$ cat config.mk
export PLATFORM = sky130hd
export DESIGN_NAME = uart_tx_fifo_flat
export DESIGN_NICKNAME = d
export VERILOG_FILES = /design/src/rtl/uart_tx_fifo_if.sv /design/src/rtl/uart_tx_fifo.sv /design/src/flat_wrapper.sv
export SDC_FILE = /design/constraint.sdc
export NUM_CORES = 1
export LEC_CHECK = 0
export CAP_MARGIN = 20
export CORE_MARGIN = 4
export CORE_UTILIZATION = 58
export DETAILED_ROUTE_END_ITERATION = 16
export PLACE_DENSITY = 0.79
export SLEW_MARGIN = 20
export SYNTH_ARGS = -nofsm -noshare
export SYNTH_HDL_FRONTEND = slang
export SYNTH_SLANG_ARGS = --single-unit
$ cat constraint.sdc
create_clock -name clk -period 3.57 [get_ports clk]
set_clock_uncertainty 0.15 [all_clocks]
set_input_delay 0.714 -clock clk [delete_from_list [all_inputs] [get_ports clk]]
set_output_delay 0.714 -clock clk [all_outputs]
set_load 0.005 [all_outputs]
$ cat src/rtl/uart_tx_fifo_if.sv
// rtl/uart_tx_fifo_if.sv - valid/ready push channel into the UART transmit FIFO
interface uart_tx_fifo_if #(
  parameter int DATA_W = 8
);
  logic [DATA_W-1:0] din;
  logic              din_valid;
  logic              din_ready;

  modport master (output din, output din_valid, input din_ready);
  modport slave  (input din, input din_valid, output din_ready);
endinterface

$ cat src/rtl/uart_tx_fifo.sv
// rtl/uart_tx_fifo.sv - UART transmitter with built-in transmit FIFO
module uart_tx_fifo #(
  parameter int CLKS_PER_BIT = 87,
  parameter int DATA_W       = 8,
  parameter int FIFO_DEPTH   = 4,
  parameter int PARITY       = 0,
  parameter int STOP_BITS    = 1,
  localparam int CW          = $clog2(FIFO_DEPTH + 1)
) (
  input  logic           clk,
  input  logic           rst_n,
  input  logic           ena,
  uart_tx_fifo_if.slave  push,
  input  logic           ovf_clr,
  output logic           tx,
  output logic           busy,
  output logic [CW-1:0]  fifo_count,
  output logic           ovf
);
  localparam int AW = $clog2(FIFO_DEPTH);
  localparam int BW = $clog2(CLKS_PER_BIT);
  localparam logic [CW-1:0] FULL      = CW'(FIFO_DEPTH);
  localparam logic [BW-1:0] BAUD_LAST = BW'(CLKS_PER_BIT - 1);
  localparam logic [3:0]    DATA_LAST = 4'(DATA_W - 1);
  localparam logic [3:0]    STOP_LAST = 4'(STOP_BITS - 1);
  localparam logic          PAR_ODD   = (PARITY == 2);

  typedef enum logic [2:0] {S_IDLE, S_START, S_DATA, S_PAR, S_STOP} state_t;

  state_t            state, state_n;
  logic [DATA_W-1:0] mem [FIFO_DEPTH];
  logic [AW-1:0]     wr_ptr, rd_ptr;
  logic [CW-1:0]     count;
  logic [BW-1:0]     baud, baud_n;
  logic [3:0]        bit_cnt, bit_n;
  logic [DATA_W-1:0] sh, sh_n;
  logic              par, par_n;
  logic              push_fire, pop, can_pop, bit_end;

  // Ready comes from the registered count only, so a full FIFO refuses even during a pop.
  assign push.din_ready = (count != FULL);
  assign push_fire      = push.din_valid && push.din_ready;
  assign can_pop        = (count != '0) && ena;
  assign bit_end        = (baud == BAUD_LAST);
  assign fifo_count     = count;
  assign busy           = (state != S_IDLE);

  always_ff @(posedge clk) begin
    if (push_fire) mem[wr_ptr] <= push.din;
  end

  always_ff @(posedge clk or negedge rst_n) begin
    if (!rst_n) begin
      wr_ptr <= '0;
      rd_ptr <= '0;
      count  <= '0;
      ovf    <= 1'b0;
    end else begin
      if (push_fire) wr_ptr <= wr_ptr + 1'b1;
      if (pop)       rd_ptr <= rd_ptr + 1'b1;
      if (push_fire && !pop)      count <= count + 1'b1;
      else if (!push_fire && pop) count <= count - 1'b1;
      if (push.din_valid && !push.din_ready) ovf <= 1'b1;
      else if (ovf_clr)                      ovf <= 1'b0;
    end
  end

  always_ff @(posedge clk or negedge rst_n) begin
    if (!rst_n) begin
      state   <= S_IDLE;
      baud    <= '0;
      bit_cnt <= '0;
      sh      <= '0;
      par     <= 1'b0;
    end else begin
      state   <= state_n;
      baud    <= baud_n;
      bit_cnt <= bit_n;
      sh      <= sh_n;
      par     <= par_n;
    end
  end

  always_comb begin
    state_n = state;
    baud_n  = baud;
    bit_n   = bit_cnt;
    sh_n    = sh;
    par_n   = par;
    pop     = 1'b0;
    if (state != S_IDLE) baud_n = bit_end ? '0 : baud + 1'b1;
    case (state)
      S_IDLE: if (can_pop) begin
        pop     = 1'b1;
        state_n = S_START;
      end
      S_START: if (bit_end) begin
        state_n = S_DATA;
        bit_n   = '0;
      end
      S_DATA: if (bit_end) begin
        sh_n = sh >> 1;
        if (bit_cnt == DATA_LAST) begin
          state_n = (PARITY != 0) ? S_PAR : S_STOP;
          bit_n   = '0;
        end else begin
          bit_n = bit_cnt + 1'b1;
        end
      end
      S_PAR: if (bit_end) begin
        state_n = S_STOP;
        bit_n   = '0;
      end
      S_STOP: if (bit_end) begin
        if (bit_cnt != STOP_LAST) begin
          bit_n = bit_cnt + 1'b1;
        end else if (can_pop) begin
          // Chain straight into the next start bit so queued frames have no idle gap.
          pop     = 1'b1;
          state_n = S_START;
        end else begin
          state_n = S_IDLE;
        end
      end
      default: state_n = S_IDLE;
    endcase
    if (pop) begin
      sh_n   = mem[rd_ptr];
      par_n  = (^mem[rd_ptr]) ^ PAR_ODD;
      baud_n = '0;
    end
  end

  always_comb begin
    tx = 1'b1;
    case (state)
      S_START: tx = 1'b0;
      S_DATA:  tx = sh[0];
      S_PAR:   tx = par;
      default: tx = 1'b1;
    endcase
  end
endmodule

$ cat src/flat_wrapper.sv
// flat-port wrapper written by rule: the top's interface ports become plain ports
module uart_tx_fifo_flat 
#(
  parameter int CLKS_PER_BIT = 87,
  parameter int DATA_W       = 8,
  parameter int FIFO_DEPTH   = 4,
  parameter int PARITY       = 0,
  parameter int STOP_BITS    = 1,
  localparam int CW          = $clog2(FIFO_DEPTH + 1)
)
  (clk, rst_n, ena, ovf_clr, tx, busy, fifo_count, ovf, push_din, push_din_valid, push_din_ready);
  uart_tx_fifo_if #(.DATA_W(DATA_W)) push_i ();
  input  logic clk;
  input  logic rst_n;
  input  logic ena;
  input  logic ovf_clr;
  output logic tx;
  output logic busy;
  output logic [CW-1:0] fifo_count;
  output logic ovf;
  input wire logic [$bits(push_i.din)-1:0] push_din;
  input wire logic [$bits(push_i.din_valid)-1:0] push_din_valid;
  output wire logic [$bits(push_i.din_ready)-1:0] push_din_ready;
  assign push_i.din = push_din;
  assign push_i.din_valid = push_din_valid;
  assign push_din_ready = push_i.din_ready;
  uart_tx_fifo #(.CLKS_PER_BIT(CLKS_PER_BIT), .DATA_W(DATA_W), .FIFO_DEPTH(FIFO_DEPTH), .PARITY(PARITY), .STOP_BITS(STOP_BITS)) u_core (.clk(clk), .rst_n(rst_n), .ena(ena), .push(push_i), .ovf_clr(ovf_clr), .tx(tx), .busy(busy), .fifo_count(fifo_count), .ovf(ovf));
endmodule
==> impl_metrics.ini <==
[global_route]
antenna_found_initial = 0
grt_pass1_vias = 1764
grt_max_degree = 32
grt_pass1_wl_mm = 8.40
grt_overflow_total = 0
grt_util_all_layers = 0.180

[routing]
initialDrtViolationCount = 82
first_pass_iters = 7
ant_nets = 0
avgViaCountPerCell = 5.45
vias = 1767
drt_wl_total_mm = 4.91
wl_per_cell_um = 15.1
post-route-drc-count = 0

[floorplan]
rows = 25
design.core.area_um2 = 4790
chipHeight_um = 78.9
initial_core_util = 0.609
die_w_um = 78.9
ios = 20
dieArea_um2 = 6230

[synth]
syn_inst = 227
synth_cell_types = 37
yosys_warnings = 0
yosysSeqAreaShare = 0.595
synthArstFlopShare = 0.492
synth_area_per_cell_um2 = 12.8
ys.flop_type = edfxtp_1
syn_area_um2 = 2920
synth-seq-cells = 63
syn_nets = 250
synth_edf_count = 32

[placed_design]
io_buffers = 19
gp_congestion = 0.799
pre_cts_slack_ps = 655
hpwl_mm = 3.52

[final_layout]
area_delta_synth_final_pct = 15.1
nets = 275
final_common_cell = edfxtp_1
post-route-util = 0.702
layout_common_cells = edfxtp_1 (32), dfrtp_1 (31), clkdlybuf4s50_1 (19)
n_antenna_cell = 0
drive_above_1_share = 0.121

[critical_path]
slowest_stage = or3b_2
crit_chain = inv_1 > ha_1 > or3b_2 > o41ai_2 > nand2_1 > ha_1 > inv_1 > fa_1 > mux2_2
crit_path_max_incr_delay_ps = 470
crit_required_ps = 3640
arrival_ps = 2920
r2r-start = u_core.bit_cnt[0]
worst_setup_path_start_kind = flip-flop
critical_path_class = flip-flop to flip-flop
worstPathMaxFanout = 5
cp-end-kind = flip-flop
cpLargestDelayFamily = adder cells
r2r-end = u_core.fifo_count[1]
reg2reg_slack_ps = 710
reg2reg_depth = 9
path_buf_inv = 2

[timing]
fin_tns_setup_ps = 0
slew_viol_final = 0
final.period_utilization = 0.800
tightest_slew_ps = 616
hold_viol = 0
slew_headroom = 0.585
holdWs_ps = 356
setup_viol = 0
period_minus_slack_ps = 2860
layout_setup_ws_ps = 715
fmaxAchievable_mhz = 350
rsz0062_at_grt = no

[hold_path]
hold_depth = 1
min_to = u_core.ovf
holdCritStartpoint = u_core.ovf
hold_class = flip-flop to flip-flop

[cts]
cts_made_buffers = 9
cts-htree-levels = 3
cts_max_path_buffers = 2
clkLatencyLatePin_ps = 330
post_cts_resized = 0
clockRootBuffer = clkbuf_8
clkSlewWorstSetupHoldPaths_ps = 70
cts_tree = built
clkSinkCount = 63
cts_setup_buffers = 0
holdBufCountCts = 0

[flow_run]
maxCapViolCount = 0

[pwr]
power.density_nw_per_um2 = 754
ir_worst_vdd_mv = 0.552
leakagePower_nw = 1.35

[run_status]
status = completed
==> routing by layer <==
layer / GRT usage / share of wire
met4: 0.0790 / 0.0077
met2: 0.275 / 0.48
met5: 0 / 0
met1: 0.236 / 0.46
met3: 0.0612 / 0.045
==> synth_stat cells (all sizes together), types with 4 or more instances <==
cell | instances | share of area
edfxtp | 32 | 0.33
dfrtp | 31 | 0.27
nor2 | 18 | 0.023
nand2 | 17 | 0.022
a21oi | 11 | 0.019
inv | 11 | 0.014
xnor2 | 11 | 0.033
o21ai | 10 | 0.017
ha | 9 | 0.039
mux2i | 8 | 0.027
mux4 | 8 | 0.062
xor2 | 7 | 0.021
and3 | 6 | 0.013
clkbuf | 6 | 0.0077
nand3 | 5 | 0.0086
nand2b | 4 | 0.0086
nor3 | 4 | 0.0069
or3 | 4 | 0.0086
==> stage by stage <==
stage | instances | total power [W] | cell area (µm²)
after floorplan | 227 | 0.00175 | 2920
after detailed placement | 308 | 0.00201 | 3180
after CTS | 324 | 0.00256 | 3360
final | 324 | 0.00253 | 3360
after global placement | 308 | 0.00197 | 3180
after global routing | 324 | 0.00271 | 3360
==> sequential cells by signal (all words and copies together) (netlist names), 2 cells and up <==
name,cells
u_core.mem,32
u_core.sh,8
u_core.wr_ptr,2
u_core.bit_cnt,4
u_core.baud,7
u_core.fifo_count,3
u_core.state,3
u_core.rd_ptr,2
==> logic make-up after synthesis <==
logic type	share of synthesized area
AND/OR/NAND/NOR	0.114
flip-flops	0.595
buffers and inverters	0.0292
multiplexers	0.0931
adder cells (fa/ha/maj)	0.0455
XOR/XNOR	0.0541
AO/OA/AOI/OAI	0.0686
==> worst max-delay path by stage <==
stage / endpoint / cells after the start / slack (ps) / startpoint
after detailed placement: u_core.fifo_count[1] / 9 / 660 / ena
after CTS: u_core.fifo_count[1] / 9 / 710 / u_core.bit_cnt[0]
after floorplan: u_core.fifo_count[1] / 10 / 700 / u_core.bit_cnt[0]
after global placement: u_core.fifo_count[1] / 9 / 720 / ena
final: u_core.fifo_count[1] / 9 / 710 / u_core.bit_cnt[0]
after global routing: u_core.fifo_count[1] / 9 / 540 / u_core.bit_cnt[0]
==> worst register-to-register path: stages (launching register included) <==
cell and delay, ps:
dfrtp_1 420, inv_1 80, ha_1 150, or3b_2 470, o41ai_2 330, nand2_1 150, ha_1 240, inv_1 80
fa_1 400, mux2_2 260
==> power by group <==
| part | switching [W] | internal (W) | total [W] |
|---|---|---|---|
| combinational | 0.000381 | 0.000451 | 0.000832 |
| clock | 0.000291 | 0.000260 | 0.000550 |
| sequential | 0.000173 | 0.000976 | 0.00115 |
==> final cells by class <==
class	count	area, µm²
flip-flops and latches	63	1740
fillers	339	1430
multi-input cells	144	1090
repair buffers	23	220
clock buffers	9	124
well taps	67	83.8
clock inverters	7	57.6
inverters	11	41.3
Note: power is estimated with default switching activity, not from simulation.
==> variant: new RTL, same flow settings <==
`CLKS_PER_BIT` is set to 87 in 2 places; all go to 174.
--- a/src/rtl/uart_tx_fifo.sv
+++ b/src/rtl/uart_tx_fifo.sv
@@ -2,3 +2,3 @@
 module uart_tx_fifo #(
-  parameter int CLKS_PER_BIT = 87,
+  parameter int CLKS_PER_BIT = 174,
   parameter int DATA_W       = 8,
--- a/src/flat_wrapper.sv
+++ b/src/flat_wrapper.sv
@@ -3,3 +3,3 @@
 #(
-  parameter int CLKS_PER_BIT = 87,
+  parameter int CLKS_PER_BIT = 174,
   parameter int DATA_W       = 8,
Check against the original RTL: no difference found for any inputs over 10 cycles, from zero or initial values and one cycle with rst_n low; that may be too few to reach the edited logic, so the function may still have changed.
==> variant against the unedited design <==
- sequential cell count rose by 1
- setup slack got worse by 45 ps
- area after synthesis up 3.4%
- final cell count rose by 3.4%
- final area up 3.2%
- routed wire length up 9.7%
Power is not compared: it rests on default switching activity, and its combinational part moved more than twofold at a synthesized area within 25%.
==> variant: results (changes against the unedited design) <==
* Class of the tightest hold or removal check: reg -> reg (unchanged)
* Worst setup slack after placement at 581.6 ps (was 655.1 ps)
* Drt first-iter violations at 174 (was 82)
* Final hold slack at 352.7 ps (was 355.9 ps)
* Share of flip-flops with an asynchronous set or reset at 50.00% (was 49.21%)
* Met1 usage at 28.77% (was 23.59%)
* GR Util met3 at 5.381% (was 6.122%)
* Number of antenna violations at the first check in global routing at 0 (unchanged)
* Synthesis warning total at 0 (unchanged)
* Drt first pass iters at 5 (was 7)
* Routed length per instance at 16.07 um (was 15.14 um)
* Top cells by area, synth: edfxtp_1 32%, dfrtp_1 27%, mux4_2 6.0% (was edfxtp_1 33%, dfrtp_1 27%, mux4_2 6.2%)
* Number of distinct library cell variants in the gate-level netlist after synthesis at 43 (was 37)
* Routed vias/inst at 5.618 (was 5.454)
* Cells after Synth at 239 (was 227)
* Total placed cells including tap cells at 319 (was 308)
* Post-layout nets at 286 (was 275)
* Total Routing Usage GR at 19.59% (was 18.03%)
* Post-route met1 wirelength at 2.588 mm (was 2.273 mm)
* Commonest cells post-synth: 32 x dfrtp_1, 32 x edfxtp_1, 25 x nand2_1, 25 x o21ai_0 (was 32 x edfxtp_1, 31 x dfrtp_1, 18 x nor2_1, 17 x nand2_1)
* Largest net degree at the start of global routing at 33 (was 32)
* Wire length of the first global-routing pass at 9.204 mm (was 8.397 mm)
* Crit path max fanout at 5 (unchanged)
* Proportion of synthesized chip area in sequential cells at 58.40% (was 59.55%)
* Syn_nets at 262 (was 250)
* Dpl cell area at 3254 um2 (was 3177 um2)
* Count of cells along the worst register-to-register path at 10 (was 9)
* Met2 usage at 27.81% (was 27.50%)
* RD Place Congestion at 0.8132 (was 0.7994)
* Slowest cell on the critical path: dfrtp_1 (was or3b_2)
* Total number of vias at 1882 (was 1767)
* Largest stage delay, worst path at 420 ps (was 470 ps)
* Final HPWL from detailed placement at 3.542 mm (was 3.518 mm)
* Max-slew headroom at 59.46% (was 58.47%)
* Largest registers ranked by flip-flop count: u_core.mem x32, u_core.baud x8, u_core.sh x8 (was u_core.mem x32, u_core.sh x8, u_core.baud x7)
* Sw power at 0.4966 mW
* Status: completed (unchanged)
==> variant: cell types whose count changed after synthesis, sizes merged, moves of 3 or more <==
cell and delta:
o21ai +18, nand2 +8, nor2 -8, a21oi -7
nand3 +5, or3 -4, xor2 -4, nand4 -3
nor2b +3, nor3 -3, nor3b +3
==> variant: cells by family after synthesis <==
logic type	synth area share, %
flip-flops	58.40
buffers and inverters	2.944
adder cells (fa/ha/maj)	4.397
AND/OR/NAND/NOR	13.11
XOR/XNOR	3.774
multiplexers	8.669
AO/OA/AOI/OAI	8.710
==> variant: layout make-up <==
class | instances | area (um2)
clock inverter | 4 | 67.56
clock buffer | 12 | 145.1
timing repair buffer | 21 | 205.2
tap | 67 | 83.83
sequential | 64 | 1762
inverter | 10 | 37.54
fill | 347 | 1413
multi-input combinational | 157 | 1166
==> variant: worst register-to-register path, delay by kind of cell, from the launching register on <==
family,cells,cell delay [ps]
compound gates,1,410
flops,1,420
simple gates,2,570
buf+inv,3,230
fa+ha+maj,3,760
mux,1,270
